**src/rtl/oled_pkg.sv**
```systemverilog
// Shared constants, decoder state type and address helper for the OLED serial link monitor.
package oled_pkg;

  localparam logic [7:0] SetX        = 8'h15;
  localparam logic [7:0] SetY        = 8'h75;
  localparam logic [7:0] SetPixel    = 8'h5C;
  localparam logic [7:0] DispNormal  = 8'hA6;
  localparam logic [7:0] DispInverse = 8'hA7;

  localparam logic [15:0] ColourBlue  = 16'h063C;
  localparam logic [15:0] ColourWhite = 16'hFFFF;

  typedef enum logic [2:0] {
    Idle  = 3'd0,
    ColA  = 3'd1,
    ColB  = 3'd2,
    RowA  = 3'd3,
    RowB  = 3'd4,
    PixHi = 3'd5,
    PixLo = 3'd6
  } state_t;

  // Address arguments use only the low 7 bits, then saturate at the panel edge.
  function automatic logic [6:0] clamp_addr(input logic [7:0] d, input logic [6:0] lim);
    logic [6:0] m;
    m = d[6:0];
    return (m > lim) ? lim : m;
  endfunction

endpackage

```
**src/rtl/oled_sdi_monitor_if.sv**
```systemverilog
// Link wires from the OLED manager plus the decoded byte/pixel outputs of the monitor.
interface oled_sdi_monitor_if;
  import oled_pkg::*;

  logic        nCS;
  logic        DnC;
  logic        SDIN;
  logic        SCLK;
  logic        byte_valid;
  logic [7:0]  byte_data;
  logic        byte_dnc;
  logic        pix_valid;
  logic [6:0]  pix_x;
  logic [6:0]  pix_y;
  logic [15:0] pix_data;
  logic        inverse;
  logic        frame_err;

  modport master (
    output nCS, DnC, SDIN, SCLK,
    input  byte_valid, byte_data, byte_dnc, pix_valid, pix_x, pix_y, pix_data, inverse, frame_err
  );

  modport slave (
    input  nCS, DnC, SDIN, SCLK,
    output byte_valid, byte_data, byte_dnc, pix_valid, pix_x, pix_y, pix_data, inverse, frame_err
  );
endinterface

```
**src/rtl/oled_sdi_deserializer.sv**
```systemverilog
// Same-clock SCLK edge detector and 8-bit MSB-first shifter; flags bytes cut short by nCS.
module oled_sdi_deserializer
  import oled_pkg::*;
(
  input  logic       clk_i,
  input  logic       rst_ni,
  input  logic       ncs_i,
  input  logic       dnc_i,
  input  logic       sdin_i,
  input  logic       sclk_i,
  output logic       byte_valid_o,
  output logic [7:0] byte_data_o,
  output logic       byte_dnc_o,
  output logic       frame_err_o
);

  logic       sclk_q;
  logic [6:0] shreg_q, shreg_d;
  logic [2:0] bitcnt_q, bitcnt_d;
  logic       byte_valid_q, byte_valid_d;
  logic [7:0] byte_data_q, byte_data_d;
  logic       byte_dnc_q, byte_dnc_d;
  logic       frame_err_q, frame_err_d;
  logic       sample_s;

  assign sample_s = sclk_i && !sclk_q && !ncs_i;

  // Shift on each sample; an abort is judged on the post-sample bit count.
  always_comb begin
    shreg_d      = shreg_q;
    bitcnt_d     = bitcnt_q;
    byte_valid_d = 1'b0;
    byte_data_d  = byte_data_q;
    byte_dnc_d   = byte_dnc_q;
    frame_err_d  = 1'b0;
    if (sample_s) begin
      shreg_d  = {shreg_q[5:0], sdin_i};
      bitcnt_d = bitcnt_q + 3'd1;
      if (bitcnt_q == 3'd7) begin
        byte_valid_d = 1'b1;
        byte_data_d  = {shreg_q, sdin_i};
        byte_dnc_d   = dnc_i;
      end else begin
        byte_valid_d = 1'b0;
      end
    end else begin
      shreg_d = shreg_q;
    end
    if (ncs_i && (bitcnt_d != 3'd0)) begin
      bitcnt_d    = 3'd0;
      frame_err_d = 1'b1;
    end else begin
      frame_err_d = 1'b0;
    end
  end

  // State and output registers with synchronous active-low reset.
  always_ff @(posedge clk_i) begin
    if (!rst_ni) begin
      sclk_q       <= 1'b0;
      shreg_q      <= 7'd0;
      bitcnt_q     <= 3'd0;
      byte_valid_q <= 1'b0;
      byte_data_q  <= 8'd0;
      byte_dnc_q   <= 1'b0;
      frame_err_q  <= 1'b0;
    end else begin
      sclk_q       <= sclk_i;
      shreg_q      <= shreg_d;
      bitcnt_q     <= bitcnt_d;
      byte_valid_q <= byte_valid_d;
      byte_data_q  <= byte_data_d;
      byte_dnc_q   <= byte_dnc_d;
      frame_err_q  <= frame_err_d;
    end
  end

  assign byte_valid_o = byte_valid_q;
  assign byte_data_o  = byte_data_q;
  assign byte_dnc_o   = byte_dnc_q;
  assign frame_err_o  = frame_err_q;

endmodule

```
**src/rtl/oled_sdi_monitor.sv**
```systemverilog
// Receive-side decoder for the 4-wire OLED link: command subset, address window and pixel output.
module oled_sdi_monitor
  import oled_pkg::*;
#(
  parameter int unsigned ColMax = 127,
  parameter int unsigned RowMax = 127
) (
  input  logic HCLK,
  input  logic HRESETn,
  oled_sdi_monitor_if.slave bus
);

  localparam logic [6:0] ColMaxL = 7'(ColMax);
  localparam logic [6:0] RowMaxL = 7'(RowMax);

  logic       byte_valid_s;
  logic [7:0] byte_data_s;
  logic       byte_dnc_s;
  logic       frame_err_s;

  oled_sdi_deserializer u_deser (
    .clk_i        (HCLK),
    .rst_ni       (HRESETn),
    .ncs_i        (bus.nCS),
    .dnc_i        (bus.DnC),
    .sdin_i       (bus.SDIN),
    .sclk_i       (bus.SCLK),
    .byte_valid_o (byte_valid_s),
    .byte_data_o  (byte_data_s),
    .byte_dnc_o   (byte_dnc_s),
    .frame_err_o  (frame_err_s)
  );

  state_t      state_q, state_d;
  logic [6:0]  x_start_q, x_start_d, x_end_q, x_end_d;
  logic [6:0]  y_start_q, y_start_d, y_end_q, y_end_d;
  logic [6:0]  x_q, x_d, y_q, y_d;
  logic [7:0]  hi_q, hi_d;
  logic        pix_valid_q, pix_valid_d;
  logic [6:0]  pix_x_q, pix_x_d, pix_y_q, pix_y_d;
  logic [15:0] pix_data_q, pix_data_d;
  logic        inverse_q, inverse_d;

  // Commands override any state, including a half-received pixel; data is routed by state.
  always_comb begin
    state_d     = state_q;
    x_start_d   = x_start_q;
    x_end_d     = x_end_q;
    y_start_d   = y_start_q;
    y_end_d     = y_end_q;
    x_d         = x_q;
    y_d         = y_q;
    hi_d        = hi_q;
    pix_valid_d = 1'b0;
    pix_x_d     = pix_x_q;
    pix_y_d     = pix_y_q;
    pix_data_d  = pix_data_q;
    inverse_d   = inverse_q;
    if (byte_valid_s) begin
      if (!byte_dnc_s) begin
        case (byte_data_s)
          SetX:        state_d = ColA;
          SetY:        state_d = RowA;
          SetPixel: begin
            x_d     = x_start_q;
            y_d     = y_start_q;
            state_d = PixHi;
          end
          DispNormal: begin
            inverse_d = 1'b0;
            state_d   = Idle;
          end
          DispInverse: begin
            inverse_d = 1'b1;
            state_d   = Idle;
          end
          default:     state_d = Idle;
        endcase
      end else begin
        case (state_q)
          ColA: begin
            x_start_d = clamp_addr(byte_data_s, ColMaxL);
            state_d   = ColB;
          end
          ColB: begin
            x_end_d = clamp_addr(byte_data_s, ColMaxL);
            state_d = Idle;
          end
          RowA: begin
            y_start_d = clamp_addr(byte_data_s, RowMaxL);
            state_d   = RowB;
          end
          RowB: begin
            y_end_d = clamp_addr(byte_data_s, RowMaxL);
            state_d = Idle;
          end
          PixHi: begin
            hi_d    = byte_data_s;
            state_d = PixLo;
          end
          PixLo: begin
            pix_valid_d = 1'b1;
            pix_x_d     = x_q;
            pix_y_d     = y_q;
            pix_data_d  = {hi_q, byte_data_s};
            state_d     = PixHi;
            // The panel edge also ends a line, so start > end still wraps.
            if ((x_q == x_end_q) || (x_q == ColMaxL)) begin
              x_d = x_start_q;
              if ((y_q == y_end_q) || (y_q == RowMaxL)) begin
                y_d = y_start_q;
              end else begin
                y_d = y_q + 7'd1;
              end
            end else begin
              x_d = x_q + 7'd1;
            end
          end
          default: state_d = state_q;
        endcase
      end
    end else begin
      state_d = state_q;
    end
  end

  // Decoder registers with synchronous active-low reset.
  always_ff @(posedge HCLK) begin
    if (!HRESETn) begin
      state_q     <= Idle;
      x_start_q   <= 7'd0;
      x_end_q     <= ColMaxL;
      y_start_q   <= 7'd0;
      y_end_q     <= RowMaxL;
      x_q         <= 7'd0;
      y_q         <= 7'd0;
      hi_q        <= 8'd0;
      pix_valid_q <= 1'b0;
      pix_x_q     <= 7'd0;
      pix_y_q     <= 7'd0;
      pix_data_q  <= 16'd0;
      inverse_q   <= 1'b0;
    end else begin
      state_q     <= state_d;
      x_start_q   <= x_start_d;
      x_end_q     <= x_end_d;
      y_start_q   <= y_start_d;
      y_end_q     <= y_end_d;
      x_q         <= x_d;
      y_q         <= y_d;
      hi_q        <= hi_d;
      pix_valid_q <= pix_valid_d;
      pix_x_q     <= pix_x_d;
      pix_y_q     <= pix_y_d;
      pix_data_q  <= pix_data_d;
      inverse_q   <= inverse_d;
    end
  end

  assign bus.byte_valid = byte_valid_s;
  assign bus.byte_data  = byte_data_s;
  assign bus.byte_dnc   = byte_dnc_s;
  assign bus.frame_err  = frame_err_s;
  assign bus.pix_valid  = pix_valid_q;
  assign bus.pix_x      = pix_x_q;
  assign bus.pix_y      = pix_y_q;
  assign bus.pix_data   = pix_data_q;
  assign bus.inverse    = inverse_q;

endmodule

```
**src/flat_wrapper.sv**
```systemverilog
// flat-port wrapper written by rule: the top's interface ports become plain ports
module oled_sdi_monitor_flat import oled_pkg::*;
#(
  parameter int unsigned ColMax = 127,
  parameter int unsigned RowMax = 127
)
  (HCLK, HRESETn, bus_nCS, bus_DnC, bus_SDIN, bus_SCLK, bus_byte_valid, bus_byte_data, bus_byte_dnc, bus_pix_valid, bus_pix_x, bus_pix_y, bus_pix_data, bus_inverse, bus_frame_err);
  oled_sdi_monitor_if bus_i ();
  input  logic HCLK;
  input  logic HRESETn;
  input wire logic [$bits(bus_i.nCS)-1:0] bus_nCS;
  input wire logic [$bits(bus_i.DnC)-1:0] bus_DnC;
  input wire logic [$bits(bus_i.SDIN)-1:0] bus_SDIN;
  input wire logic [$bits(bus_i.SCLK)-1:0] bus_SCLK;
  output wire logic [$bits(bus_i.byte_valid)-1:0] bus_byte_valid;
  output wire logic [$bits(bus_i.byte_data)-1:0] bus_byte_data;
  output wire logic [$bits(bus_i.byte_dnc)-1:0] bus_byte_dnc;
  output wire logic [$bits(bus_i.pix_valid)-1:0] bus_pix_valid;
  output wire logic [$bits(bus_i.pix_x)-1:0] bus_pix_x;
  output wire logic [$bits(bus_i.pix_y)-1:0] bus_pix_y;
  output wire logic [$bits(bus_i.pix_data)-1:0] bus_pix_data;
  output wire logic [$bits(bus_i.inverse)-1:0] bus_inverse;
  output wire logic [$bits(bus_i.frame_err)-1:0] bus_frame_err;
  assign bus_i.nCS = bus_nCS;
  assign bus_i.DnC = bus_DnC;
  assign bus_i.SDIN = bus_SDIN;
  assign bus_i.SCLK = bus_SCLK;
  assign bus_byte_valid = bus_i.byte_valid;
  assign bus_byte_data = bus_i.byte_data;
  assign bus_byte_dnc = bus_i.byte_dnc;
  assign bus_pix_valid = bus_i.pix_valid;
  assign bus_pix_x = bus_i.pix_x;
  assign bus_pix_y = bus_i.pix_y;
  assign bus_pix_data = bus_i.pix_data;
  assign bus_inverse = bus_i.inverse;
  assign bus_frame_err = bus_i.frame_err;
  oled_sdi_monitor #(.ColMax(ColMax), .RowMax(RowMax)) u_core (.HCLK(HCLK), .HRESETn(HRESETn), .bus(bus_i));
endmodule
```
**config.mk**
```make
export PLATFORM = sky130hd
export DESIGN_NAME = oled_sdi_monitor_flat
export DESIGN_NICKNAME = d
export VERILOG_FILES = /design/src/rtl/oled_pkg.sv /design/src/rtl/oled_sdi_monitor_if.sv /design/src/rtl/oled_sdi_deserializer.sv /design/src/rtl/oled_sdi_monitor.sv /design/src/flat_wrapper.sv
export SDC_FILE = /design/constraint.sdc
export NUM_CORES = 1
export LEC_CHECK = 0
export BUFFER_PORTS_ARGS = -buffer_cell sky130_fd_sc_hd__buf_2
export CAP_MARGIN = 20
export CORE_AREA = 2 2 94 105
export CTS_CLUSTER_SIZE = 25
export DETAILED_ROUTE_END_ITERATION = 16
export DIE_AREA = 0 0 96 107
export PLACE_DENSITY_LB_ADDON = 0.05
export SYNTH_ARGS = -nofsm -noshare
export SYNTH_HDL_FRONTEND = slang
export SYNTH_SLANG_ARGS = --single-unit
```
**constraint.sdc**
```tcl
create_clock -name HCLK -period 2.39 [get_ports HCLK]
set_clock_uncertainty 0.1 [all_clocks]
set_input_delay 0 -clock HCLK [delete_from_list [all_inputs] [get_ports HCLK]]
set_output_delay 0 -clock HCLK [all_outputs]
set_load 0.05 [all_outputs]
```
# Word-level counts from Yosys, hierarchy flattened
# Index checks and enable logic that the tools add are counted.
dict set report word_totals {
  regBits 107
  input_bits 6
  out_inout_bits 43
  word_cells 88
}
dict set report classes {
  add_sub_neg 3
  magnitude_cmp 1
  eq_ne 19
  muxes 18
  bitwise_logic 2
  reduce_logical 25
}
# cell n
set ops {}
lappend ops {{$mux W7} 10}
lappend ops {{$reduce_and A3 Y1} 9}
lappend ops {{$eq A8 B7 Y1 const B} 2}
lappend ops {{$eq A8 B8 Y1 const B} 2}
lappend ops {{$pmux W3 S5} 1}
lappend ops {{$add A7 B1 Y7 const B} 2}
lappend ops {{$eq A7 B7 Y1} 2}
lappend ops {{$eq A7 B7 Y1 const B} 2}
lappend ops {{$eq A3 B3 Y1 const B} 4}
lappend ops {{$pmux W3 S3} 1}
lappend ops {{$eq A8 B5 Y1 const B} 1}
lappend ops {{$gt A7 B7 Y1 const B} 1}
lappend ops {{$eq A3 B2 Y1 const B} 2}
lappend ops {{$mux W3} 2}
lappend ops {{$ne A6 B2 Y1 const B} 1}
lappend ops {{$reduce_and A2 Y1} 3}
lappend ops {{$ne A2 B1 Y1 const B} 2}
lappend ops {{$reduce_and A4 Y1} 1}
lappend ops {{$reduce_bool A2 Y1} 2}
lappend ops {{$reduce_or A2 Y1} 2}
lappend ops {{$add A3 B1 Y3 const B} 1}
lappend ops {{$eq A3 B1 Y1 const B} 1}
lappend ops {{$logic_and A1 B1 Y1} 3}
lappend ops {{$mux W1} 3}
lappend ops {{other kinds (5)} 8}

# Longest topological paths before layout
# Gate-level depths: netlist of run 1.
dict set report logic_depth {
  depth_word 7
  depth_mapped 9
  mapped_depth_nobuf 7
}

# Modules after synthesis
# Synthesis of run 1 repeated with hierarchy kept, for this count alone.
dict set report hier_totals {
  cells_unflattened 510
  area_unflattened_um2 4576.9
}
# module instances cells_each area_each_um2 seq_area_each_um2
set modules_own_cells {}
lappend modules_own_cells {oled_sdi_monitor 1 426 3703.6 1701.6}
lappend modules_own_cells {oled_sdi_deserializer 1 84 873.3 440.4}

# Worst setup path before layout of run 1
# OpenSTA, ideal clock, no wires.
dict set report synth_path {
  path_kind {flip-flop to flip-flop}
  start {register u_core.u_deser.byte_data_q[4] (netlist: u_core.u_deser.byte_data_o[4])}
  end {register u_core.y_q[2]}
  setup_ns 0.122
  arrival_time_ns 2.062
  t_required_ns 2.168
  path_slack_ns 0.106
  stages_incl_launch_ff 10
  n_path_buf 3
  synth_period_minus_slack_ns 2.284
  cell_sequence {dfxtp_1 -> buf_2 -> nor4b_4 -> and3_4 -> a21o_1 -> buf_6 -> o21ai_4 -> buf_6 -> o211ai_1 -> o21ai_1}
}
dict set report synth_via {
  elab_chain_len 3
}
# item line
set synth_rtl {}
lappend synth_rtl {{start, declared} oled_sdi_deserializer.sv:21} ;# logic [7:0] byte_data_q, byte_data_d;
lappend synth_rtl {{start signal, assigned} oled_sdi_deserializer.sv:72} ;# byte_data_q <= byte_data_d;
lappend synth_rtl {{$eq A8 B7 Y1} oled_sdi_monitor.sv:61} ;# case (byte_data_s)
lappend synth_rtl {{$reduce_bool A2 Y1 (no source line)} n/a}
lappend synth_rtl {{$reduce_and A4 Y1 (no source line)} n/a}
lappend synth_rtl {{end signal, assigned} oled_sdi_monitor.sv:150} ;# y_q <= y_d;
lappend synth_rtl {{end, declared} oled_sdi_monitor.sv:37} ;# logic [6:0] x_q, x_d, y_q, y_d;
# Every way passes these cells.
# A chain may end at the register's enable or synchronous reset.

# Final worst setup path of run 1
dict set report layout_path {
  start {register u_core.state_q[2]}
  end {register u_core.y_q[5]}
}
dict set report layout_via {
  elab_chain_len 3
}
# item line
set layout_rtl {}
lappend layout_rtl {{start, declared} oled_sdi_monitor.sv:34} ;# state_t state_q, state_d;
lappend layout_rtl {{start signal, assigned} oled_sdi_monitor.sv:130} ;# state_q <= Idle;
lappend layout_rtl {{start signal, assigned} oled_sdi_monitor.sv:144} ;# state_q <= state_d;
lappend layout_rtl {{$eq A3 B3 Y1} oled_sdi_monitor.sv:80} ;# case (state_q)
lappend layout_rtl {{$ne A2 B1 Y1 (no source line)} n/a}
lappend layout_rtl {{$reduce_and A4 Y1 (no source line)} n/a}
# Every way passes these cells.

==> metrics.yaml, run 1 <==
placement:
  post-dp-hpwl_um: 7080
  pre_cts_ws_ns: 0.351
  place_congestion: 0.891
  portBuffers: 48
pwr:
  seq_power_share_pct: 61.7
  p_sw_uw: 669
  p_int_mw: 2.23
  swShare_pct: 23.1
  power_density_nw_per_um2: 565
  power_frac_comb_pct: 2.4
  vdd_drop_max_mv: 0.298
  p_leak_nw: 1.95
  pwr-share-clk_pct: 35.8
sta:
  fmax_ghz: 0.484
  setup_viol: 0
  drv_slew: 0
  layout_setup_ws_ns: 0.324
  min_period_ns: 2.07
  worstMarginPinSlew_ns: 0.646
  tns_ns: 0
  finalHoldViolCount: 0
  whs_ns: 0.299
  slew_headroom_pct: 56.9
  timing.final.crit_share_pct: 86.4
  rsz0062_at_grt: "no"
floorplanning:
  ios: 49
  core-area_um2: 9210
  fp.dieW_um: 96
  die-area_um2: 10300
  rows: 37
  start_util_pct: 48.8
  die_h_um: 107
layout:
  nNetsFinal: 593
  drive_above_1_share_pct: 16.3
  nFillCells: 892
  final_common_cell: "nand2_1"
  diodes: 0
  area_growth_pct: 14.1
  mostFrequentLayoutCells: "120 x nand2_1, 107 x dfxtp_1, 60 x a21oi_1, 48 x buf_2, 43 x nor2_1"
cts:
  htree_levels: 3
  cts_made_buffers: 9
  clock_path_buffers: 2
  cts_tree: "done"
  root_buffer: "clkbuf_8"
  clk_transition_reported_paths_ns: 0.10
  ctsResizeCount: 0
  insertion_delay_ns: 0.36
  clock-sinks: 107
setup_path:
  crit_type: "flip-flop to flip-flop"
  end_kind: "flip-flop"
  worstPathArrival_ns: 2.27
  cp-start-kind: "flip-flop"
  worst_ep_required_time_ns: 2.59
  path_max_fanout: 16
logic_synthesis:
  synthArstFlopShare_pct: 0
  synth_fp_nets: 545
  yosysSeqAreaShare_pct: 47.6
  yosys_warnings: 0
  synth_area_per_cell_um2: 8.41
  ys.flop_type: "dfxtp_1"
  syn_inst: 535
  synth-edff-count: 0
  synth-seq-cells: 107
  synthesis.area_um2: 4500
  yosysUniqueCellTypes: 50
grt:
  grt_max_degree: 48
  grt_usage_pct: 21.5
  grt_pass1_wl_um: 17100
  antenna_found_initial: 0
  gr-total-overflow: 0
  grt_pass1_vias: 3365
route:
  ant_nets: 0
  drt_pass1_iterations: 4
  viasPerCell: 5.32
  vias: 3750
  drcViolationCount: 0
  detail_route.wl_per_cell_um: 14.9
  drt_first_iter_violations: 106
  drt_wl_total_um: 10500
status:
  status: "complete, no violations"
job:
  timing.max_cap.violations: 0
min_path:
  holdCritPathClass: "input pin to flip-flop"
-- cell type report --
type	instances	area [um2]	area share (%)
Clock buffer	12	145	2.83
Clock inverter	4	35.0	0.683
Inverter	6	22.5	0.439
Multi-Input combinational cell	384	2170	42.3
Sequential cell	107	2140	41.7
Tap cell	117	146	2.85
Timing Repair Buffer	75	468	9.12
-- critical path, stage by stage (launching register included) --
cell and delay, ns:
dfxtp_1 0.56, nand3_1 0.27, nor3b_4 0.32, a21o_1 0.18, o21ai_4 0.16, or2_4 0.28
o22ai_1 0.15
-- final timing paths --
kind | from | cells past startpoint | endpoint | slack (ns)
worst max-delay path | u_core.state_q[2]$_SDFFE_PN0P_ | 6 | u_core.y_q[5]$_SDFFE_PN0P_ | 0.32
worst min-delay path | bus_SCLK | 3 | u_core.u_deser.sclk_q$_SDFF_PN0_ | 0.30
worst max register to register | u_core.state_q[2]$_SDFFE_PN0P_ | 6 | u_core.y_q[5]$_SDFFE_PN0P_ | 0.32
worst min register to register | u_core.bus.pix_x[4]$_SDFFE_PN0P_ | 2 | u_core.bus.pix_x[4]$_SDFFE_PN0P_ | 0.35
-- Yosys cell counts, types with 2 or more instances --
cell / number / share of area (%)
nor3b_1: 5 / 0.83
nand3_1: 26 / 2.9
a31oi_1: 2 / 0.28
xnor2_1: 15 / 2.9
o21ai_1: 4 / 0.45
dfxtp_1: 107 / 48
nor2b_1: 4 / 0.56
nor2_1: 43 / 3.6
o21ai_0: 4 / 0.45
clkbuf_1: 29 / 2.4
o211ai_1: 7 / 1.2
o22ai_1: 3 / 0.42
a21o_1: 2 / 0.33
or4_1: 2 / 0.33
a21oi_1: 60 / 6.7
xor2_1: 3 / 0.58
nand2b_1: 3 / 0.42
nor3_1: 10 / 1.1
nand4_1: 7 / 0.97
mux2i_1: 32 / 7.1
and3_1: 5 / 0.70
and2_1: 2 / 0.28
ha_1: 4 / 1.1
buf_6: 3 / 0.75
inv_1: 5 / 0.42
buf_2: 5 / 0.56
nand2_1: 120 / 10
-- sequential cells by signal, indices dropped and copies added, names as in the netlist --
| signal | count |
|---|---|
| u_core.bus.pix_valid | 1 |
| u_core.bus.pix_x | 7 |
| u_core.x_end_q | 7 |
| u_core.u_deser.shreg_q | 7 |
| u_core.u_deser.byte_dnc_o | 1 |
| u_core.bus.pix_y | 7 |
| u_core.state_q | 3 |
| u_core.u_deser.frame_err_o | 1 |
| u_core.u_deser.byte_valid_o | 1 |
| u_core.y_start_q | 7 |
| u_core.y_end_q | 7 |
| u_core.x_start_q | 7 |
| u_core.u_deser.bitcnt_q | 3 |
| u_core.bus.inverse | 1 |
| u_core.bus.pix_data | 16 |
| u_core.x_q | 7 |
| u_core.y_q | 7 |
| u_core.u_deser.byte_data_o | 8 |
| u_core.u_deser.sclk_q | 1 |
| u_core.hi_q | 8 |
-- timing repair --
action                                 4_1_cts  5_1_grt
hold buffers                                 5        0
endpoints found under the hold margin       16        0
setup buffers                                0        0
setup endpoints to repair                    0        0
-- metrics by stage --
stage	power (mW)	cell area (um2)	std cells	util, %
final	2.90	5130	705	55.7
after global routing	3.01	5130	705	55.7
after CTS	2.92	5130	705	55.7
after detailed placement	1.89	4900	684	53.2
after global placement	1.89	4900	684	53.2
after floorplan	1.87	4500	535	-
-- power groups by stage --
stage                     sequential (mW)  combinational (mW)  clock, mW
after floorplan                      1.83              0.0416          0
after global placement               1.83              0.0644          0
after detailed placement             1.83              0.0644          0
after CTS                            1.79              0.0706       1.06
after global routing                 1.79              0.0784       1.14
final                                1.79              0.0707       1.04
-- per-layer routing --
metal / global-route usage [%] / share of wire (%) / vias up / wire (um)
met5: 0 / 0 / - / 0
met4: 7.55 / 2.2 / 0 / 227
met3: 4.50 / 4.6 / 17 / 481
met2: 33.2 / 45 / 86 / 4740
met1: 29.4 / 48 / 1740 / 5060
li1: - / - / 1907 / -
-- cell families (layout without fill, tap and decap cells) --
logic type | Yosys count | count (layout) | synth area share (%)
flops | 107 | 107 | 47.6
mux | 32 | 32 | 7.12
fa+ha+maj | 4 | 4 | 1.11
simple gates | 237 | 237 | 24.1
compound gates | 93 | 93 | 12.2
xor+xnor | 18 | 18 | 3.51
buf+inv | 44 | 97 | 4.31
Power figures use the tool's default switching activity.
==> run 2: changes to the inputs <==
--- a/config.mk
+++ b/config.mk
@@ -5,13 +5,16 @@
 export SDC_FILE = /design/constraint.sdc
 export NUM_CORES = 1
 export LEC_CHECK = 0
+export ABC_AREA = 1
 export BUFFER_PORTS_ARGS = -buffer_cell sky130_fd_sc_hd__buf_2
 export CAP_MARGIN = 20
-export CORE_AREA = 2 2 94 105
+export CORE_AREA = 2 2 95 106
+export CTS_CLUSTER_DIAMETER = 30
 export CTS_CLUSTER_SIZE = 25
 export DETAILED_ROUTE_END_ITERATION = 16
-export DIE_AREA = 0 0 96 107
+export DIE_AREA = 0 0 97 108
 export PLACE_DENSITY_LB_ADDON = 0.05
+export SLEW_MARGIN = 15
 export SYNTH_ARGS = -nofsm -noshare
 export SYNTH_HDL_FRONTEND = slang
 export SYNTH_SLANG_ARGS = --single-unit
==> run 2 against run 1 <==
Compared with the run above:
- die area rose by 2.0%
- highest routed layer unchanged
- sequential share of layout area barely moved
- critical path depth rose by 2
- critical endpoint is now u_core.u_deser.frame_err_o$_SDFF_PN0_
- first-iteration DRC count rose by 75%
- area after synthesis rose by 1.4%
- critical path type unchanged
- cell area barely moved
- core utilization fell by 0.59 points
- final cell count rose by 7.9%
- setup slack got worse by 0.097 ns
- total power rose by 0.88%
- synthesized cell count rose by 11%
- wire length fell by 1.4%
==> metrics.yaml, run 2 <==
pwr:
  finalPower_mw: 2.92
  power_density_nw_per_um2: 570
  p_leak_nw: 2.40
  vdd_drop_max_mv: 0.342
logic_synthesis:
  yosysUniqueCellTypes: 41
  synth_fp_nets: 603
  synthTopCellsByCount: "107 x dfxtp_1, 88 x nand2_1, 74 x o21ai_0"
  synth-edff-count: 0
  synthesis.area_um2: 4560
  ys_top_cells_by_area: "dfxtp_1 47%, o21ai_0 8.1%, nand2_1 7.2%"
  yosys.area.top_type: "dfxtp_1"
  yosys_warnings: 0
  yosysSeqAreaShare_pct: 47.0
  synth_area_per_cell_um2: 7.69
  synthArstFlopShare_pct: 0
  synth_most_common_cell: "dfxtp_1"
  ys.flop_type: "dfxtp_1"
  synth-seq-cells: 107
  netlist.area_leader.share_pct: 47.0
  syn_inst: 593
sta:
  fmax_ghz: 0.462
  timing.final.crit_share_pct: 90.5
  worstMarginPinSlew_ns: 0.505
  drv_slew: 0
  setup_viol: 0
  slew_headroom_pct: 66.3
  rsz0062_at_grt: "no"
  tns_ns: 0
  finalHoldViolCount: 0
  min_period_ns: 2.16
status:
  status: "complete, no violations"
layout:
  nNetsFinal: 649
  largest_reg_flops: 16
  mostFrequentLayoutCells: "107 x dfxtp_1, 88 x nand2_1, 74 x o21ai_0, 70 x nor2_1, 56 x a21oi_1"
  area_growth_pct: 12.5
  diodes: 0
  utilization_pct: 55.1
  drive_above_1_share_pct: 18.0
  nFillCells: 934
  fin_cells: 761
  final_common_cell: "dfxtp_1"
grt:
  gr-total-overflow: 0
  antenna_found_initial: 0
  grt_usage_pct: 20.8
  grt_pass1_vias: 3680
  grt_max_degree: 61
  grt_pass1_wl_um: 17600
placement:
  place_congestion: 0.838
  place_inst: 738
  post-dp-hpwl_um: 7050
  portBuffers: 48
job:
  timing.max_cap.violations: 0
floorplanning:
  start_util_pct: 49.0
  die_h_um: 108
  ios: 49
  rows: 37
  core-area_um2: 9310
  fp.dieW_um: 97
  die-area_um2: 10500
setup_path:
  rrSetupSlack_ns: 0.23
  crit_chain: "ha_1 -> ha_1 -> or2_0 -> o21ai_2 -> nand2_1 -> o21ai_2 -> nor2_1 -> dlygate4sd3_1"
  reg2reg_from: "u_core.u_deser.bitcnt_q[0]$_SDFF_PP0_"
  cp_slowest_cell: "dlygate4sd3_1"
  end_kind: "flip-flop"
  crit_type: "flip-flop to flip-flop"
  worst_ep_required_time_ns: 2.56
  slowest_delay_ns: 0.57
  worstPathArrival_ns: 2.33
  worstReg2RegEnd: "u_core.u_deser.frame_err_o$_SDFF_PN0_"
  rr_worst_depth: 8
  cp-start-kind: "flip-flop"
  path_max_fanout: 3
cts:
  htree_levels: 3
  clock_path_buffers: 2
  cts_made_buffers: 9
  insertion_delay_ns: 0.37
  cts_tree: "done"
  clock-sinks: 107
  ctsResizeCount: 0
  root_buffer: "clkbuf_8"
  cts_setup_buffers: 0
  cts_hold_buf: 7
  clk_transition_reported_paths_ns: 0.11
min_path:
  hp-start: "bus_SCLK"
  holdCritPathClass: "input pin to flip-flop"
  min_to: "u_core.u_deser.sclk_q$_SDFF_PN0_"
  whs_path_depth: 4
route:
  detail_route.wl_per_cell_um: 13.6
  ant_nets: 0
  vias: 3874
  drt_wl_total_um: 10400
  drt_pass1_iterations: 5
  drt_first_iter_violations: 186
  viasPerCell: 5.09
  drcViolationCount: 0
## run 2: cell families after synthesis
kind of cell | synth area share (%)
AOI/OAI and AO/OA | 18.1
DFF | 47.0
buffers and inverters | 8.02
adders and majority gates | 1.10
and+or+nand+nor | 22.5
xor gates and xnor gates | 3.27
## run 2: metrics by stage
step	worst slack [ns]	hold slack, ns	instance area [um2]
after floorplan	0.418	-0.00655	4560
after global placement	0.603	0.0906	4880
after detailed placement	0.560	0.108	4880
after CTS	0.255	0.246	5130
after global routing	0.142	0.258	5130
final	0.227	0.257	5130
## run 2: worst max-delay path: cells and delay by family (launching register included)
kind / cells / cell delay, ns
buf+inv: 1 / 0.57
simple gates: 3 / 0.36
fa+ha+maj: 2 / 0.45
compound gates: 2 / 0.24
flops: 1 / 0.33
## run 2: how the worst max path moves through the flow
stage                                               startpoint                               endpoint  slack [ns]  cells after the start
floorplan           u_core.u_deser.byte_data_o[2]$_SDFFE_PN0P_             u_core.x_q[2]$_SDFFE_PN0P_        0.42                     13
global placement    u_core.u_deser.byte_data_o[4]$_SDFFE_PN0P_             u_core.y_q[3]$_SDFFE_PN0P_        0.60                     11
detailed placement  u_core.u_deser.byte_data_o[4]$_SDFFE_PN0P_             u_core.y_q[1]$_SDFFE_PN0P_        0.56                     12
CTS                      u_core.u_deser.bitcnt_q[0]$_SDFF_PP0_  u_core.u_deser.frame_err_o$_SDFF_PN0_        0.25                      8
global route             u_core.u_deser.bitcnt_q[0]$_SDFF_PP0_  u_core.u_deser.frame_err_o$_SDFF_PN0_        0.14                      8
finish                   u_core.u_deser.bitcnt_q[0]$_SDFF_PP0_  u_core.u_deser.frame_err_o$_SDFF_PN0_        0.23                      8
## run 2: area by class of cell
cell class	count	area (um2)	share of cell area [%]
Clock buffer	9	124	2.42
Multi-Input combinational cell	397	2050	40.0
Clock inverter	7	57.6	1.12
Inverter	61	236	4.61
Tap cell	117	146	2.86
Sequential cell	107	2140	41.8
Timing Repair Buffer	63	370	7.22
## run 2: routing by layer
| layer | wire (um) | GRT usage (%) | part of all wire (%) |
|---|---|---|---|
| met1 | 5230 | 29.2 | 50 |
| met2 | 4610 | 32.7 | 45 |
| met3 | 387 | 3.30 | 3.7 |
| met4 | 126 | 7.44 | 1.2 |
| met5 | 0 | 0 | 0 |
## run 2: report_power, final
group	internal, mW	leakage (nW)	switching (mW)
combinational	0.0287	1.45	0.0557
sequential	1.79	0.863	0.00439
clock	0.394	0.0881	0.649
==> run 3: changes to the inputs <==
--- a/config.mk
+++ b/config.mk
@@ -14,6 +14,7 @@
 export DETAILED_ROUTE_END_ITERATION = 16
 export DIE_AREA = 0 0 97 108
 export PLACE_DENSITY_LB_ADDON = 0.05
+export RECOVER_POWER = 50
 export SLEW_MARGIN = 15
 export SYNTH_ARGS = -nofsm -noshare
 export SYNTH_HDL_FRONTEND = slang
==> run 3 against run 2 <==
Compared with the run above:
- wire length up 0.38%
- setup slack better by 0.011 ns
- final cell count unchanged
- sequential power about the same
- sequential share of layout area up 0.55 points
- critical path depth unchanged
- largest power group unchanged
- clock power about the same
- combinational power down 2%
- non-clock buffer count unchanged
==> metrics.yaml, run 3 (synthesized netlist as in run 2, its figures left out) <==
status:
  status: "complete, no violations"
layout:
  fin_cells: 761
  largest_reg_flops: 16
  nNetsFinal: 649
  seq_area_um2: 2140
  multi_input_area_um2: 2050
  drive_above_1_share_pct: 10.6
  diodes: 0
  nFillCells: 954
  mostFrequentLayoutCells: "107 x dfxtp_1, 89 x nand2_1, 74 x o21ai_0, 71 x nor2_1, 56 x a21oi_1"
  area_growth_pct: 11.0
  final_common_cell: "dfxtp_1"
grt:
  antenna_found_initial: 0
  gr-total-overflow: 0
  busiest_layer: "met2"
  grt_pass1_wl_um: 17600
  grt_usage_pct: 20.8
  grtUsageMet1_pct: 29.2
  grt_max_degree: 61
  grtUsageMet3_pct: 3.30
  gr-usage-met2_pct: 32.7
  grt_pass1_vias: 3680
route:
  ant_nets: 0
  vias: 3866
  detail_route.wl_per_cell_um: 13.7
  drt_pass1_iterations: 4
  drcViolationCount: 0
  drt_first_iter_violations: 174
  viasPerCell: 5.08
  drt_wl_total_um: 10400
floorplanning:
  fp.dieW_um: 97
  start_util_pct: 49.0
  rows: 37
  die_h_um: 108
  die-area_um2: 10500
  core-area_um2: 9310
  ios: 49
pwr:
  seq_power_share_pct: 61.4
  power_frac_comb_pct: 2.8
  power_density_nw_per_um2: 578
  pwr-share-clk_pct: 35.7
  p_sw_uw: 711
  p_int_mw: 2.21
  swShare_pct: 24.3
  p_leak_nw: 2.21
  vdd_drop_max_mv: 0.341
sta:
  tns_ns: 0
  finalHoldViolCount: 0
  drv_slew: 0
  min_period_ns: 2.15
  fmax_ghz: 0.465
  worstMarginPinSlew_ns: 1.43
  setup_viol: 0
  layout_setup_ws_ns: 0.237
  slew_headroom_pct: 4.65
  timing.final.crit_share_pct: 90.1
  rsz0062_at_grt: "no"
cts:
  root_buffer: "clkbuf_8"
  htree_levels: 3
  clock_path_buffers: 2
  cts_made_buffers: 9
  insertion_delay_ns: 0.37
  cts_setup_buffers: 0
  clock-sinks: 107
  clk_transition_reported_paths_ns: 0.11
  cts_tree: "done"
placement:
  pre_cts_ws_ns: 0.560
  place_inst: 738
  post-dp-hpwl_um: 7050
  portBuffers: 48
  place_congestion: 0.838
min_path:
  holdCritPathClass: "input pin to flip-flop"
setup_path:
  worstPathArrival_ns: 2.32
  cp-start-kind: "flip-flop"
  crit_type: "flip-flop to flip-flop"
  path_max_fanout: 3
  worst_ep_required_time_ns: 2.56
  end_kind: "flip-flop"
job:
  timing.max_cap.violations: 0
-- run 3: area by class of cell --
cell class | instances | area share, %
inverter | 61 | 4.67
timing repair buffer | 63 | 6.11
clock inverter | 7 | 1.14
tap | 117 | 2.89
sequential | 107 | 42.3
multi-input combinational | 397 | 40.4
clock buffer | 9 | 2.45
-- run 3: power by group through the flow --
stage                     Clock (mW)  Combinational (mW)  Sequential [mW]
after floorplan                    0              0.0528             1.84
after global placement             0              0.0746             1.84
after detailed placement           0              0.0758             1.84
after CTS                       1.07              0.0845             1.80
after global routing            1.16              0.0933             1.80
final                           1.04              0.0831             1.80
-- run 3: stage by stage --
| step | total power [mW] | hold WS, ns | instance area, um2 | utilization, % |
|---|---|---|---|---|
| 2_1_floorplan | 1.89 | -0.00655 | 4560 | - |
| 3_3_place_gp | 1.91 | 0.0906 | 4880 | 52.4 |
| 3_5_place_dp | 1.91 | 0.108 | 4880 | 52.4 |
| 4_1_cts | 2.95 | 0.246 | 5130 | 55.1 |
| 5_1_grt | 3.05 | 0.258 | 5060 | 54.4 |
| 6_report | 2.92 | 0.258 | 5060 | 54.4 |
-- run 3: metal layers --
metal  wire length (um)  share of wire [%]
met3                304                2.9
met2               4650                 45
met5                  0                  0
met1               5320                 51
met4                126                1.2
-- run 3: timing repair --
| item | 4_1_cts | 5_1_grt |
|---|---|---|
| resized for setup | 0 | 0 |
| hold endpoints to repair | 13 | 0 |
| hold buffers | 7 | 0 |
-- run 3: final timing paths --
kind              cells after the start                                      to                              startpoint  slack (ns)
setup / recovery                      8   u_core.u_deser.frame_err_o$_SDFF_PN0_   u_core.u_deser.bitcnt_q[0]$_SDFF_PP0_        0.24
setup reg to reg                      8   u_core.u_deser.frame_err_o$_SDFF_PN0_   u_core.u_deser.bitcnt_q[0]$_SDFF_PP0_        0.24
hold reg to reg                       2  u_core.u_deser.shreg_q[2]$_SDFFE_PN0P_  u_core.u_deser.shreg_q[1]$_SDFFE_PN0P_        0.36
hold / removal                        4        u_core.u_deser.sclk_q$_SDFF_PN0_                                bus_SCLK        0.26
-- run 3: critical path: stages, from the launching register on --
cell	delay, ns
dfxtp_1	0.33
ha_1	0.19
ha_1	0.26
or2_0	0.23
o21ai_2	0.07
nand2_1	0.08
o21ai_2	0.17
nor2_1	0.06
dlygate4sd3_1	0.57
